File: src/rtl/l1_bus_arbiter.sv
// l1_bus_arbiter: shares the single system bus between the I-side and D-side
// L1 caches. Round-robin between the two sides, the grant is held for a whole
// burst, and there is one idle (RELEASE) cycle between owners.
// Optional feature: define ARB_TIMEOUT_EN to add a watchdog. It ends a grant
// that waits too long for SYSready, and it sets the sticky arb_err flag.
//
// state      | meaning
// -----------+------------------------------------------------------------
// ST_IDLE    | bus free; arbitrate among the strobes seen this cycle
// ST_GRANT_I | I-cache owns the bus while I_strobe stays high
// ST_GRANT_D | D-cache owns the bus while D_strobe stays high
// ST_RELEASE | one dead cycle with every output low, then ST_IDLE
module l1_bus_arbiter #(
   parameter int DATAWIDTH = 32,
   parameter int ADDRWIDTH = 32,
   parameter int TIMEOUT   = 255
) (
   input  logic                 clk,
   input  logic                 rst,
   input  logic                 I_strobe,
   input  logic                 I_rw,
   input  logic [ADDRWIDTH-1:0] I_addr,
   input  logic [DATAWIDTH-1:0] I_wdata,
   output logic                 I_ready,
   output logic [DATAWIDTH-1:0] I_rdata,
   input  logic                 D_strobe,
   input  logic                 D_rw,
   input  logic [ADDRWIDTH-1:0] D_addr,
   input  logic [DATAWIDTH-1:0] D_wdata,
   output logic                 D_ready,
   output logic [DATAWIDTH-1:0] D_rdata,
   output logic                 SYSstrobe,
   output logic                 SYSrw,
   output logic [ADDRWIDTH-1:0] SYSaddr,
   output logic [DATAWIDTH-1:0] SYSdata_out,
   input  logic                 SYSready,
   input  logic [DATAWIDTH-1:0] SYSdata_in,
   output logic [1:0]           grant,
   output logic                 arb_err
);

   typedef enum logic [1:0] {
      ST_IDLE    = 2'd0,
      ST_GRANT_I = 2'd1,
      ST_GRANT_D = 2'd2,
      ST_RELEASE = 2'd3
   } state_t;

   state_t state_q, state_d;
   // last side served: 0 = I, 1 = D
   logic   last_q, last_d;
   logic   in_grant;
   logic   timeout_hit;

   assign in_grant = (state_q == ST_GRANT_I) || (state_q == ST_GRANT_D);

`ifdef ARB_TIMEOUT_EN
   // The watchdog is a down-counter. It is reloaded with TIMEOUT whenever the
   // up-count would clear, so reaching zero here marks the same cycle as an
   // up-count reaching TIMEOUT.
   localparam int TMR_W = (TIMEOUT < 1) ? 1 : $clog2(TIMEOUT + 1);
   localparam logic [TMR_W-1:0] TMR_LOAD = TMR_W'(TIMEOUT);

   logic [TMR_W-1:0] tmr_q, tmr_d;
   logic             arb_err_q, arb_err_d;

   // A ready in the same cycle wins over the timeout.
   assign timeout_hit = in_grant && !SYSready && (tmr_q == '0);

   // Watchdog next value: load on grant entry and on every ready, count down otherwise.
   always_comb begin
      tmr_d = tmr_q;
      case (state_q)
         ST_IDLE: begin
            if (state_d != ST_IDLE) tmr_d = TMR_LOAD;
         end
         ST_GRANT_I, ST_GRANT_D: begin
            if (SYSready)            tmr_d = TMR_LOAD;
            else if (tmr_q != '0)    tmr_d = tmr_q - TMR_W'(1);
         end
         default: tmr_d = tmr_q;
      endcase
   end

   // Sticky error flag, set by any timeout until reset.
   always_comb begin
      arb_err_d = arb_err_q | timeout_hit;
   end

   // Watchdog and error flag registers.
   always_ff @(posedge clk or negedge rst) begin
      if (!rst) begin
         tmr_q     <= '0;
         arb_err_q <= 1'b0;
      end else begin
         tmr_q     <= tmr_d;
         arb_err_q <= arb_err_d;
      end
   end

   assign arb_err = arb_err_q;
`else
   assign timeout_hit = 1'b0;
   assign arb_err     = 1'b0;
`endif

   // Next-state logic. A tie goes to the side that was not served last.
   always_comb begin
      state_d = state_q;
      last_d  = last_q;
      case (state_q)
         ST_IDLE: begin
            if (I_strobe && D_strobe) state_d = last_q ? ST_GRANT_I : ST_GRANT_D;
            else if (I_strobe)        state_d = ST_GRANT_I;
            else if (D_strobe)        state_d = ST_GRANT_D;
         end
         ST_GRANT_I: begin
            if (!I_strobe || timeout_hit) begin
               state_d = ST_RELEASE;
               last_d  = 1'b0;
            end
         end
         ST_GRANT_D: begin
            if (!D_strobe || timeout_hit) begin
               state_d = ST_RELEASE;
               last_d  = 1'b1;
            end
         end
         ST_RELEASE: state_d = ST_IDLE;
         default:    state_d = ST_IDLE;
      endcase
   end

   // State and round-robin history registers.
   always_ff @(posedge clk or negedge rst) begin
      if (!rst) begin
         state_q <= ST_IDLE;
         last_q  <= 1'b0;
      end else begin
         state_q <= state_d;
         last_q  <= last_d;
      end
   end

   // Bus mux. Outputs are decoded from the registered state only, so reset
   // silences them immediately. On a timeout the owner gets a ready with zero data.
   always_comb begin
      SYSstrobe   = 1'b0;
      SYSrw       = 1'b0;
      SYSaddr     = '0;
      SYSdata_out = '0;
      I_ready     = 1'b0;
      D_ready     = 1'b0;
      I_rdata     = '0;
      D_rdata     = '0;
      case (state_q)
         ST_GRANT_I: begin
            SYSstrobe   = I_strobe;
            SYSrw       = I_rw;
            SYSaddr     = I_addr;
            SYSdata_out = I_wdata;
            I_ready     = SYSready | timeout_hit;
            I_rdata     = timeout_hit ? '0 : SYSdata_in;
         end
         ST_GRANT_D: begin
            SYSstrobe   = D_strobe;
            SYSrw       = D_rw;
            SYSaddr     = D_addr;
            SYSdata_out = D_wdata;
            D_ready     = SYSready | timeout_hit;
            D_rdata     = timeout_hit ? '0 : SYSdata_in;
         end
         default: begin
            SYSstrobe = 1'b0;
         end
      endcase
   end

   assign grant = {state_q == ST_GRANT_D, state_q == ST_GRANT_I};

endmodule

File: config.mk
export PLATFORM = sky130hd
export DESIGN_NAME = l1_bus_arbiter
export DESIGN_NICKNAME = d
export VERILOG_FILES = /design/src/rtl/l1_bus_arbiter.sv
export SDC_FILE = /design/constraint.sdc
export NUM_CORES = 1
export LEC_CHECK = 0
export BUFFER_PORTS_ARGS = -buffer_cell sky130_fd_sc_hd__buf_2
export CORE_AREA = 2 2 118 120
export DETAILED_ROUTE_END_ITERATION = 8
export DIE_AREA = 0 0 120 122
export PLACE_DENSITY_LB_ADDON = 0.15
export SYNTH_ARGS = -nofsm -noshare
export SYNTH_HDL_FRONTEND = slang
export SYNTH_SLANG_ARGS = --single-unit
File: constraint.sdc
create_clock -name clk -period 1.7 [get_ports clk]
set_clock_uncertainty 0.2 [all_clocks]
set_input_delay 0.34 -clock clk [delete_from_list [all_inputs] [get_ports clk]]
set_output_delay 0.34 -clock clk [all_outputs]
set_load 0.03 [all_outputs]
==> impl_summary.txt, run 1 <==
----------------------------------------------------
[Yosys]
  Post-synthesis cell type with the largest combined area ... a22oi_1
  Unique cell type count in the Yosys netlist ... 20
  Main combinational cell family by area after synthesis ... simple AND/OR/NAND/NOR gates
  Share of synthesized area occupied by flip-flops and latches ... approximately 4.4%
  Share of Yosys cell area claimed by the top area cell type ... roughly 28%
  Number of standard cells after synthesis ... 253
  Count of flip-flops with a built-in enable after synthesis ... 0
  Async set or reset register ratio after synthesis ... 100.0%
  Syn Std Cell Area ... about 1700 um2
  Flip-flop and latch count after synthesis ... 3
  Area contributors post-synth ... a22oi_1 28%, and2_1 24%, nor2b_1 24%
  Nets in the synthesized netlist ... 425
  Synth cell count leaders ... 66 x and2_1, 66 x nor2b_1, 65 x a22oi_1
  Predominant post-synthesis flop cell ... dfrtp_1
  Complex-gate fraction of the synthesized area ... 31.45%
  Post-Synth XOR/XNOR Area ... 0%
  Synth Area per Inst ... 6.810 um2
  Post-Synth Simple-Gate Area ... 50.04%
  Fraction of the mapped netlist area in adder cells ... roughly 3.6%
  Multiplexer area fraction after synthesis ... under 10%
  Total number of yosys warnings ... 0

[Floorplan]
  Starting density of the core ... 12.76%
  Top-Level Pins ... 302
  Number of placement rows ... 43
  Placeable Area ... approximately 14000 um2
  Die Outline Area ... 14640 um2
  Vert. Die Dim ... between 100 and 150 um
  Die width ... 120 um

[Cells and area]
  Area added between synthesis and finish ... 192.4%
  Count of non-filler cells in the finished layout ... ~740
  Number of fill cells ... 1373
  Area of the multi-input gates ... 2201 um2
  ANT cells ... 0
  Final cell area excluding filler cells ... 5039 um2
  Proportion of layout cells with a drive suffix above 1 ... between 90 and 100%
  Final-stage net count ... about 730
  FF/Latch Area ... 76.32 um2

[Detailed routing]
  Final ANT Viol Nets ... 0
  Top Metal Used ... met4
  Vias after detailed routing ... approximately 3100
  Residual DRC ... 0
  Routed length on met3 ... 803 um
  Pre-Repair DR Iteration Count ... 4
  Total wire length ... 11.07 mm
  WL/cell ... between 15 and 20 um
  Number of design-rule violations left by the first detailed-router iteration ... 96
  Detailed-routing wirelength on met1 ... 3.976 mm
  Met2 Wirelength ... 6.141 mm
  Per-cell via count in the routed design ... between 4 and 5

[Pwr]
  Peak supply drop ... 803.5 uV
  Sw frac ... roughly 50%
  Comb pwr share ... 95.6%
  Cell leakage power ... 2.531 nW
  Power per standard cell area ... 2380 nW/um2
  Switching power ... 6.004 mW
  Power after layout ... 11.99 mW
  Relative contribution of sequential cells to total power ... ~1.3%
  Clk pwr share ... about 3.1%
  Cell-internal power ... 5.988 mW

[STA]
  Max Slew Vio Count ... 0
  Final count of hold timing violations ... 0
  Period utilization ... 127.8%
  Maximum clock rate ... 0.4603 GHz
  Clock period minus worst slack ... 2.173 ns
  Setup WS post-layout ... -0.4727 ns
  Final setup vio count ... between 100 and 150
  RSZ-0062 raised after global routing ... yes
  Smallest hold slack ... 0.2540 ns

[Worst setup path]
  Setup crit end kind ... output pin
  WP data arrival ... 1.63 ns
  Critical Path Fanout Max ... 14
  Worst setup SP type ... flip-flop
  Worst-case reg-to-reg path depth ... 5
  Setup CP Type ... flip-flop to output pin
  Endpoint required time on the critical path ... 1.16 ns

[Place]
  Post-detailed-placement cell area ... 4023 um2
  Detail Placement HPWL ... ~7.5 mm
  Number of cells after detailed placement ... between 700 and 800
  Buffers added on ports ... 300
  Weighted congestion reported at the end of routability-driven placement ... 0.7453

[Global route]
  Number of global-route vias before repair ... approximately 2900
  Initial antenna violation count ... 0
  GRT Total Usage ... 11.35%
  First-pass GRT wire length ... 13.68 mm
  Maximum number of pins on one net before global-route repair ... 36
  Remaining Overflow, GRT ... 0

[CTS]
  Clock tree from TritonCTS ... yes
  Later-pin clock latency in the skew report ... 0.22 ns
  Count of clock tree sinks ... 3
  Number of buffers inserted during clock tree synthesis ... 3
  H-tree levels ... 1
  CTS max path bufs ... 2
  Clock-pin slew of the registers on the worst-case setup and hold paths ... 0.03 ns
  CTS root buffer ... clkbuf_16

[Run status]
  Status ... finished, violations left
  Violated checks ... negative setup slack

[Hold path]
  Hold WC Path Type ... input pin to asynchronous set/reset pin

[Run]
  Max-capacitance violation count ... 0

----------------------------------------------------
-- flip-flops by register name, summed over array words and instances, names as in the netlist --
register	count
state_q	2
last_q	1
-- cell families after synthesis --
family | count (synthesis)
muxes | 2
other | 1
buffers and inverters | 32
AOI/OAI and AO/OA | 71
and+or+nand+nor | 139
DFF | 3
adders and majority gates | 5
-- routing by layer --
metal	track usage (%)	up-vias
met1	12.75	1461
met5	0	-
li1	-	1482
met2	22.27	176
met4	2.206	0
met3	1.966	13
-- layout make-up --
cell class                 count  share of cell area, %
sequential                     3                  1.515
timing repair buffer         331                  48.57
clock buffer                   4                  1.564
inverter                       2                 0.1987
tap                          180                  4.470
multi-input combinational    218                  43.68
-- critical path, stage by stage (launching register included) --
cell       delay (ns)
dfrtp_1          0.37
buf_4            0.14
ha_4             0.20
clkbuf_16        0.20
a22oi_1          0.26
nor2b_4          0.06
buf_4            0.17
-- metrics by stage --
| step | utilization (%) | worst slack, ns | TNS [ns] |
|---|---|---|---|
| 6_report | 37.31 | -0.4727 | -55.36 |
| 5_1_grt | 37.31 | -0.5210 | -65.93 |
| 4_1_cts | 32.94 | -0.4810 | -55.98 |
| 3_5_place_dp | 29.79 | -0.3583 | -26.54 |
| 3_3_place_gp | 29.79 | -0.3449 | -25.72 |
| 2_1_floorplan | - | -0.1932 | -18.12 |
-- placed cells by master (no fill, tap or decap), types with 3 or more instances in the layout --
| master | count |
|---|---|
| a22oi_1 | 26 |
| a22oi_2 | 40 |
| and2_1 | 3 |
| and2_2 | 42 |
| and2_4 | 21 |
| buf_12 | 8 |
| buf_2 | 199 |
| buf_4 | 54 |
| buf_6 | 58 |
| clkbuf_16 | 11 |
| clkbuf_4 | 3 |
| ha_4 | 3 |
| nor2_1 | 4 |
| nor2b_2 | 24 |
| nor2b_4 | 41 |
-- final timing paths --
path | end | slack [ns] | start
worst min register to register | last_q | 0.32 | last_q
worst max-delay path | SYSdata_out[9] | -0.47 | state_q[0]
worst max register to register | state_q[1] | -0.15 | state_q[1]
worst min-delay path | last_q | 0.25 | rst
max in group asynchronous | state_q[1] | 0.92 | rst
min in group clk | last_q | 0.25 | D_strobe
-- what timing repair did --
| action | in CTS | in global routing |
|---|---|---|
| endpoints found under the setup margin | 137 | 137 |
| gates resized for setup | 111 | 95 |
| setup buffers | 1 | 2 |
| hold endpoints to repair | 3 | 0 |
| cloned | 1 | 9 |
| pin swaps | 1 | 4 |
| hold buffers | 1 | 0 |
-- power groups by stage --
| stage | clock, mW | combinational (mW) | sequential, mW |
|---|---|---|---|
| 3_3_place_gp | 0 | 8.98 | 0.140 |
| 2_1_floorplan | 0 | 6.94 | 0.144 |
| 3_5_place_dp | 0 | 9.01 | 0.143 |
| 4_1_cts | 0.380 | 9.79 | 0.142 |
| 5_1_grt | 0.392 | 12.0 | 0.161 |
| 6_report | 0.374 | 11.5 | 0.153 |
(Power assumes the default switching activity.)
==> inputs of run 2 (changes only) <==
--- a/config.mk
+++ b/config.mk
@@ -5,7 +5,7 @@
 export SDC_FILE = /design/constraint.sdc
 export NUM_CORES = 1
 export LEC_CHECK = 0
-export BUFFER_PORTS_ARGS = -buffer_cell sky130_fd_sc_hd__buf_2
+export BUFFER_PORTS_ARGS = -buffer_cell sky130_fd_sc_hd__buf_4
 export CORE_AREA = 2 2 118 120
 export DETAILED_ROUTE_END_ITERATION = 8
 export DIE_AREA = 0 0 120 122
==> run 2 against run 1 <==
  * The run still ends with negative setup slack left
  * Clock-buffer cell count unchanged
  * Cell count is 0.68% higher
  * Critical endpoint is now SYSaddr[24]
  * Cell area grew 16%
==> impl_summary.txt, run 2 (synthesis results as in run 1) <==
----------------------------------------------------
[Run status]
  Status ... finished, violations left
  Violated checks ... negative setup slack

[Worst setup path]
  FF-to-FF Start ... state_q[1]
  Maximum cell stage delay along the critical path ... 0.40 ns (+0.03 ns)
  Critical Path Fanout Max ... 8 (-6)
  Worst-case reg-to-reg path depth ... 7 (+2)
  Cell chain of the critical path ... inv_2, ha_4, buf_4, clkbuf_16, a22oi_2, nor2b_2, buf_6
  Family of cells with the greatest summed delay on the critical path ... buffers and inverters
  FF-to-FF setup slack ... -0.27 ns (-0.12 ns)
  Setup crit end kind ... output pin
  Slowest-stage cell, CP ... dfrtp_1
  Number of logic stages on the critical path including buffering ... 7 (+1)
  Critical Path Source ... state_q[0]
  CP Buf/Inv Count ... 4 (+1)
  Destination of the worst register-to-register timing path ... state_q[1]
  WP data arrival ... 1.65 ns (+0.02 ns)
  Endpoint required time on the critical path ... 1.16 ns (about the same)
  Worst setup SP type ... flip-flop
  Setup CP Type ... flip-flop to output pin
  Critical path capture point ... SYSaddr[24]

[STA]
  Max Slew Vio Count ... 0 (unchanged)
  Period utilization ... 128.7% (+0.92 points)
  Clock period minus worst slack ... 2.188 ns (+0.01567 ns)
  Final count of hold timing violations ... 0 (unchanged)
  Setup WS post-layout ... -0.4884 ns (-0.01567 ns)
  Final setup vio count ... 136 (-0.73%)
  Setup TNS ... -55.49 ns (-0.1309 ns)
  RSZ-0062 raised after global routing ... yes
  Maximum clock rate ... 0.4570 GHz (-0.72%)

[Detailed routing]
  Vias after detailed routing ... 3126 (-0.19%)
  Number of design-rule violations left by the first detailed-router iteration ... 54 (-44%)
  Residual DRC ... 0 (unchanged)
  Total wire length ... 11.46 mm (+3.5%)
  Pre-Repair DR Iteration Count ... 4 (unchanged)
  WL/cell ... 15.42 um (+2.8%)
  Final ANT Viol Nets ... 0 (unchanged)
  Per-cell via count in the routed design ... 4.207 (-0.86%)

[Cells and area]
  Area added between synthesis and finish ... 239.0%
  Registers with the most flip-flops ... state_q (2), last_q (1)
  Final-stage net count ... 736 (+0.68%)
  Layout Utilization ... 43.25% (+5.9 points)
  Proportion of layout cells with a drive suffix above 1 ... 95.91% (+4.5 points)
  Count of non-filler cells in the finished layout ... 743 (+0.68%)
  ANT cells ... 0 (unchanged)
  Largest register by flop count ... state_q
  Flip-flop count of the largest register, all copies and words added ... 2 (unchanged)
  Commonest non-fill, non-tap cells in the layout ... 231 x buf_4, 83 x buf_6, 64 x a22oi_2
  Commonest non-fill, non-tap cell in the layout ... buf_4

[Global route]
  Maximum number of pins on one net before global-route repair ... 38 (+5.6%)
  Number of global-route vias before repair ... 3234 (+12%)
  Initial antenna violation count ... 0 (unchanged)
  First-pass GRT wire length ... 16.21 mm (+19%)
  Remaining Overflow, GRT ... 0 (unchanged)
  GRT Total Usage ... 13.55% (+2.2 points)

[Floorplan]
  Die width ... 120 um (unchanged)
  Placeable Area ... 13500 um2 (unchanged)
  Vert. Die Dim ... 122 um (unchanged)
  Die Outline Area ... 14640 um2 (unchanged)
  Top-Level Pins ... 302 (unchanged)
  Number of placement rows ... 43 (unchanged)
  Starting density of the core ... 12.76% (unchanged)

[CTS]
  Number of buffers inserted during clock tree synthesis ... 3 (unchanged)
  Count of clock tree sinks ... 3 (unchanged)
  Clock tree from TritonCTS ... yes
  H-tree levels ... 1 (unchanged)
  Clock-pin slew of the registers on the worst-case setup and hold paths ... 0.03 ns (about the same)
  Later-pin clock latency in the skew report ... 0.23 ns (about the same)
  CTS root buffer ... clkbuf_16
  CTS max path bufs ... 2 (unchanged)

[Pwr]
  Peak supply drop ... 667.4 uV (-17%)
  Relative contribution of sequential cells to total power ... 1.3% (about the same)
  Sw frac ... 48.13% (-1.9 points)
  Power per standard cell area ... 2157 nW/um2 (-9.4%)
  Clk pwr share ... 3.0% (about the same)
  Comb pwr share ... 95.7% (about the same)
  Cell leakage power ... 2.749 nW (+8.6%)
  Switching power ... 6.064 mW (+0.99%)
  Cell-internal power ... 6.535 mW (+9.1%)

[Place]
  Buffers added on ports ... 300 (unchanged)
  Number of cells after detailed placement ... 721 (unchanged)
  Detail Placement HPWL ... 8.169 mm (+8.5%)
  Weighted congestion reported at the end of routability-driven placement ... 0.8401 (+13%)

[Hold path]
  Hold WC Path Type ... input pin to flip-flop

[Run]
  Max-capacitance violation count ... 0 (unchanged)

----------------------------------------------------
## run 2: worst min path at each step
stage / depth (start not counted) / endpoint / start
6_report: 4 / last_q / D_strobe
2_1_floorplan: 0 / last_q / rst
3_3_place_gp: 1 / last_q / rst
3_5_place_dp: 1 / last_q / rst
4_1_cts: 4 / last_q / D_strobe
5_1_grt: 2 / state_q[0] / rst
## run 2: what timing repair did
action | in CTS | in global routing
resized for setup | 116 | 52
hold buffers | 1 | 0
pin swaps | 9 | 16
endpoints found under the hold margin | 3 | 0
cloned | 4 | 6
endpoints found under the setup margin | 136 | 136
setup buffers | 3 | 6
## run 2: final cells by class
type                            count  area, um2
Clock buffer                        4      78.83
Fill cell                        1324       7664
Inverter                            2      10.01
Multi-Input combinational cell    218       2326
Sequential cell                     3      76.32
Tap cell                          180      225.2
Timing Repair Buffer              336       3124
## run 2: power by group through the flow
stage,clock [mW],combinational [mW],sequential (mW)
2_1_floorplan,0,6.94,0.144
3_3_place_gp,0,9.85,0.149
3_5_place_dp,0,9.89,0.148
4_1_cts,0.383,11.3,0.161
5_1_grt,0.390,12.7,0.168
6_report,0.378,12.1,0.162
## run 2: per-stage QoR
step	hold slack, ns	setup WS [ns]	cell area (um2)	total power [mW]
after detailed placement	-0.06651	-0.3470	4761	10.04
final	0.2160	-0.4884	5841	12.60
after CTS	0.2158	-0.4879	5468	11.83
after global routing	0.2606	-0.5435	5841	13.25
after floorplan	-0.1556	-0.1932	2300	7.088
after global placement	-0.06809	-0.3299	4761	9.994
## run 2: routing by layer
layer  routed length (um)  track usage, %  vias up
met5                    0               0        -
met4                  134           2.279        0
met3                  936           2.481       11
met2                 6457           28.09      172
met1                 3928           14.11     1447
li1                     -               -     1496
## run 2: worst register-to-register path: cells and delay by family, from the launching register on
family / cells / cell delay [ns]
fa+ha+maj: 1 / 0.22
mux: 1 / 0.32
flops: 1 / 0.42
compound gates: 2 / 0.35
buf+inv: 3 / 0.33
